`src/rtl/multicycle_sequencer_pkg.sv`:
```
// Shared state encoding for the multi-cycle instruction sequencer.
package multicycle_sequencer_pkg;

    localparam int STATE_W = 3;

    typedef enum logic [STATE_W-1:0] {
        S_FETCH   = 3'd0,
        S_DECODE  = 3'd1,
        S_RF_READ = 3'd2,
        S_EXECUTE = 3'd3,
        S_MEM     = 3'd4,
        S_WB      = 3'd5,
        S_HALT    = 3'd6
    } state_t;

endpackage

```
`src/rtl/multicycle_sequencer_handshake_timer.sv`:
```
// Ack wait counter shared by the FETCH and MEM handshakes; flags the last allowed cycle.
module multicycle_sequencer_handshake_timer #(
    parameter int WAIT_MAX = 15
) (
    input  logic clk,
    input  logic clear,
    input  logic enable,
    output logic timeout
);

    localparam int CW = $clog2(WAIT_MAX + 1);

    logic [CW-1:0] cnt;

    always_ff @(posedge clk) begin
        if (clear)
            cnt <= '0;
        else if (enable)
            cnt <= cnt + CW'(1);
    end

    // High on the cycle whose missing ack would bring the count to WAIT_MAX.
    assign timeout = enable && (cnt == CW'(WAIT_MAX - 1));

endmodule

```
`src/rtl/multicycle_sequencer.sv`:
```
// Multi-cycle control sequencer: owns the PC, steps each instruction through
// FETCH..WB, handles memory handshakes with timeout, redirects and termination.
//
// state     | meaning
// ----------+----------------------------------------------------------
// S_FETCH   | imem_req high, waiting for imem_ack (timed)
// S_DECODE  | instruction decode, one cycle
// S_RF_READ | register file read, one cycle
// S_EXECUTE | execute; control fields latched, halt/invalid resolved
// S_MEM     | data access (timed on dmem_ack) or single bubble cycle
// S_WB      | retire, compute next PC, detect program end / bad target
// S_HALT    | absorbing; done high, error held until reset
module multicycle_sequencer
    import multicycle_sequencer_pkg::*;
#(
    parameter int PC_W     = 8,
    parameter int PROG_LEN = 256,
    parameter int WAIT_MAX = 15,
    parameter int CNT_W    = 16,
    parameter int SKIP_MEM = 1
) (
    input  logic               clk,
    input  logic               reset,
    input  logic               imem_ack,
    input  logic               dmem_ack,
    input  logic               is_mem,
    input  logic               is_jump,
    input  logic               branch_taken,
    input  logic [15:0]        branch_offset,
    input  logic [25:0]        jump_target,
    input  logic               is_halt,
    input  logic               instruction_invalid,
    output logic [PC_W-1:0]    pc,
    output logic [STATE_W-1:0] state,
    output logic               imem_req,
    output logic               dmem_req,
    output logic               done,
    output logic               error,
    output logic [CNT_W-1:0]   retired
);

    state_t          state_q;
    logic            mem_l;
    logic            jump_l;
    logic            br_l;
    logic [15:0]     off_l;
    logic [PC_W-1:0] tgt_l;

    logic            wait_en;
    logic            timeout;
    logic [PC_W-1:0] next_pc;
    logic            redirect;
    logic            redirect_bad;
    logic            seq_end;
    logic            unused_tgt_bits;

    assign unused_tgt_bits = ^jump_target;

    assign wait_en = ((state_q == S_FETCH) && !imem_ack) ||
                     ((state_q == S_MEM) && mem_l && !dmem_ack);

    multicycle_sequencer_handshake_timer #(
        .WAIT_MAX (WAIT_MAX)
    ) u_timer (
        .clk     (clk),
        .clear   (reset || !wait_en),
        .enable  (wait_en),
        .timeout (timeout)
    );

    // Branch target wraps modulo 2^PC_W; jump takes priority over branch.
    always_comb begin
        next_pc = pc + PC_W'(1);
        if (jump_l)
            next_pc = tgt_l;
        else if (br_l)
            next_pc = PC_W'(32'(pc) + 32'd1 + {{16{off_l[15]}}, off_l});
    end

    assign redirect     = jump_l || br_l;
    assign redirect_bad = 33'(next_pc) >= 33'(PROG_LEN);
    // Computed one bit wider so the wrap case with PROG_LEN == 2^PC_W also ends the program.
    assign seq_end      = (33'(pc) + 33'd1) >= 33'(PROG_LEN);

    always_ff @(posedge clk) begin
        if (reset) begin
            state_q <= S_FETCH;
            pc      <= '0;
            error   <= 1'b0;
            retired <= '0;
            mem_l   <= 1'b0;
            jump_l  <= 1'b0;
            br_l    <= 1'b0;
            off_l   <= '0;
            tgt_l   <= '0;
        end else begin
            case (state_q)
                S_FETCH: begin
                    if (imem_ack)
                        state_q <= S_DECODE;
                    else if (timeout) begin
                        state_q <= S_HALT;
                        error   <= 1'b1;
                    end
                end
                S_DECODE:  state_q <= S_RF_READ;
                S_RF_READ: state_q <= S_EXECUTE;
                S_EXECUTE: begin
                    mem_l  <= is_mem;
                    jump_l <= is_jump;
                    br_l   <= branch_taken;
                    off_l  <= branch_offset;
                    tgt_l  <= jump_target[PC_W-1:0];
                    if (is_halt)
                        state_q <= S_HALT;
                    else if (instruction_invalid) begin
                        state_q <= S_HALT;
                        error   <= 1'b1;
                    end else if (is_mem || (SKIP_MEM == 0))
                        state_q <= S_MEM;
                    else
                        state_q <= S_WB;
                end
                S_MEM: begin
                    if (!mem_l || dmem_ack)
                        state_q <= S_WB;
                    else if (timeout) begin
                        state_q <= S_HALT;
                        error   <= 1'b1;
                    end
                end
                S_WB: begin
                    if (retired != {CNT_W{1'b1}})
                        retired <= retired + CNT_W'(1);
                    if (redirect && redirect_bad) begin
                        state_q <= S_HALT;
                        error   <= 1'b1;
                    end else if (!redirect && seq_end)
                        state_q <= S_HALT;
                    else begin
                        pc      <= next_pc;
                        state_q <= S_FETCH;
                    end
                end
                S_HALT: state_q <= S_HALT;
                default: begin
                    state_q <= S_HALT;
                    error   <= 1'b1;
                end
            endcase
        end
    end

    assign state    = state_q;
    assign imem_req = (state_q == S_FETCH);
    assign dmem_req = (state_q == S_MEM) && mem_l;
    assign done     = (state_q == S_HALT);

endmodule

```
`config.mk`:
```
export PLATFORM = sky130hd
export DESIGN_NAME = multicycle_sequencer
export DESIGN_NICKNAME = d
export VERILOG_FILES = /design/src/rtl/multicycle_sequencer_pkg.sv /design/src/rtl/multicycle_sequencer_handshake_timer.sv /design/src/rtl/multicycle_sequencer.sv
export SDC_FILE = /design/constraint.sdc
export NUM_CORES = 1
export LEC_CHECK = 0
export ABC_AREA = 1
export BUFFER_PORTS_ARGS = -buffer_cell sky130_fd_sc_hd__buf_2
export CORE_ASPECT_RATIO = 1.2
export CORE_UTILIZATION = 30
export DETAILED_ROUTE_END_ITERATION = 8
export SLEW_MARGIN = 25
export SYNTH_ARGS = -nofsm -noshare
export SYNTH_HDL_FRONTEND = slang
export SYNTH_SLANG_ARGS = --single-unit
```
`constraint.sdc`:
```
create_clock -name clk -period 2.29 [get_ports clk]
set_input_delay 0.1145 -clock clk [delete_from_list [all_inputs] [get_ports clk]]
set_output_delay 0.1145 -clock clk [all_outputs]
set_load 0.01 [all_outputs]
```
==> results.md <==
- Status: finished clean
- Die height: 111.3 um
- # diodes: 0
- Total global-route track usage: 0.1531
- Critical path depth in cells: 11
- Vias in the first global route: 2769
- Overall power: 2.753 mW
- Largest cells by area after synthesis: dfxtp_1 34%, nand2_1 11%, nor2_1 7.0%
- Pwr Density: 780.1 nW/um^2
- Via density: 4.733
- Final core occ: 0.3672
- Initial antenna violation count: 0
- Hold Buf Count CTS: 0
- Setup TNS: 0 ns
- Lkg Pwr: 1.622 nW
- Worst path bufs/invs: 2
- Initial DRC count: 84
- H-tree levels: 2
- Seq cells post-synth: 51
- First-pass iteration count of the detailed router: 4
- Yosys top cell area share: 0.3417
- Unrepaired setup endpoints after global routing: false
- Final net count: 550
- Fmax: 0.5558 GHz
- Highest-count cells in the layout ignoring fill and taps: 89 x nand2_1, 56 x nor2_1, 55 x buf_2
- Uppermost layer routed: met4
- First-pass GRT wire length: 12690 um
- Min cycle time layout: 1.799 ns
- Die area: 10360 um^2
- Final Max Slew Viols: 0
- Via count: 2868
- PostCTS Resize Cnt: 0
- Crit Path Max Fanout: 5
- Avg Synthesized Cell Area: 6.997 um^2
- Core area: 9613 um^2
- Met3 WL: 352 um
- Hpwl dp: 5686 um
- CP arrival: 2.02 ns
- Kind of critical path: reg2reg
- Placement Cell Area: 3386 um^2
- CTS Buf Count: 5
- Met1 wire length: 3394 um
- Layout cells sized above 1: 0.1925
- Largest net degree at the start of global routing: 19
- Worst hold path class: in2reg
- Endpoints failing setup: 0
- Most common cell after layout, fill and taps aside: nand2_1
- Wirelength per Cell: 12.41 um
- # rows: 39
- Layout area overhead: 18.13%
- Fin area: 3530 um^2
- Period utilization: 0.7856
- Critical path startpoint category: flop
- Fin Clk Skew: 0.006874 ns
- Post-route ant nets: 0
- R2R depth: 11
- Asr flop ratio synth: 0
- Worst-Margin Slew: 0.5179 ns
- DRC: 0
- Setup bufs post-CTS: 0
- CP delay by family, top: simple AND/OR/NAND/NOR gates
- Num Clock Sinks: 51
- Post-Route WL: 7523 um
- CP cell instances: inv_1, ha_1, inv_1, fa_1, nand2_1, nand3_1, nand2_1, or2_2, nand3_1, o211ai_1, a21oi_1
- Fin. Hold Viols: 0
- Routed length on met2: 3666 um
- Hold Path Depth: 3
- Worst relative slew slack: 0.6544
- Count of different cell masters after synthesis: 40
- Mapped Nets: 494
- VDD IR max: 0.0003117 V
- Synth Warn #: 0
- CP max stage delay: 0.40 ns
- Ys flop type: dfxtp_1
- CTS root buf: clkbuf_16
- Gate Count Post-Synth: 427
- CTS clock-pin slew for the worst setup and hold paths: 0.07 ns
- Cell Area, Synth: 2988 um^2
- Max_cap viols: 0
- Worst-Skew Late Latency: 0.29 ns
- Buffers on Ports: 55
- Die X: 93.10 um
- Slowest stage cell, crit path: dfxtp_1
- Clock Path Buffers: 2
- Grt ovf: 0
- Element type at the critical path end: flop
- Boundary pin count: 82
- Sequential fraction of the synthesis area: 0.3417
- Initial Util: 0.3108
- EDFF count, synth: 0
- GPL Wtd Cong: 0.8204
- CTS tree: done
- Critical path required time: 2.51 ns
- Post-synth top area cell: dfxtp_1
[kinds of logic (layout without fill, tap and decap cells)]
group | after synthesis | count (layout) | share of synthesized area
compound gates | 78 | 78 | 0.1587
flops | 51 | 51 | 0.3417
fa+ha+maj | 16 | 16 | 0.06951
simple gates | 201 | 201 | 0.2915
buf+inv | 65 | 121 | 0.09171
xor+xnor | 16 | 16 | 0.04690
[cell usage after synthesis, types with 2 or more instances]
cell	number
a21oi_1	27
a21oi_2	9
a31oi_1	2
buf_1	2
buf_2	3
clkbuf_1	4
dfxtp_1	51
ha_1	15
inv_1	48
inv_2	5
nand2_1	89
nand2_2	6
nand3_1	26
nand4_1	7
nor2_1	56
nor3_1	9
nor4_1	2
o21ai_0	29
o221ai_1	2
xnor2_1	7
xor2_1	9
[cell type report]
type                    instances  area (um^2)
inverters                      54        205.2
repair buffers                 60        312.8
multi-input cells             311         1693
clock inverters                 1        5.005
clock buffers                   6        138.9
fillers                      1043         6083
flip-flops and latches         51         1021
well taps                     123        153.9
[state kept, by name, summed over array words and instances, names as in the netlist]
register and count:
state 3, off_l 8, tgt_l 8, jump_l 1, u_timer.cnt 4, br_l 1, error 1, retired 16
pc 8, mem_l 1
[worst register-to-register path: cells and delay by family, from the launching register on]
kind	cells	cell delay (ns)
AOI/OAI and AO/OA	2	0.20
buffers and inverters	2	0.16
DFF	1	0.40
adders and majority gates	2	0.40
and+or+nand+nor	5	0.57
[power breakdown]
part           leakage (nW)  internal, mW  total, mW  switching, mW
Combinational          1.14         0.331      0.867          0.536
Sequential            0.413          1.01       1.13          0.120
Clock                0.0727         0.427      0.752          0.324
[per-stage QoR]
| stage | worst slack [ns] | hold WS [ns] | cells |
|---|---|---|---|
| 2_1_floorplan | 0.6131 | 0.2494 | 427 |
| 3_5_place_dp | 0.4871 | 0.3424 | 599 |
| 5_1_grt | 0.2774 | 0.04124 | 606 |
| 4_1_cts | 0.4798 | 0.03932 | 606 |
| 6_report | 0.4909 | 0.04134 | 606 |
| 3_3_place_gp | 0.5378 | 0.3357 | 599 |
[per-layer routing]
layer | GRT usage | vias up
li1 | - | 1502
met1 | 0.1821 | 1306
met2 | 0.2627 | 50
met3 | 0.03909 | 10
met4 | 0.05538 | 0
met5 | 0 | -
[worst paths after layout]
check                        start        to  slack (ns)
hold reg to reg           tgt_l[5]  tgt_l[5]        0.45
hold / removal    branch_offset[2]  off_l[2]        0.04
setup reg to reg             pc[0]     pc[4]        0.49
setup / recovery             pc[0]     pc[4]        0.49
Note: power is estimated with default switching activity, not from simulation.
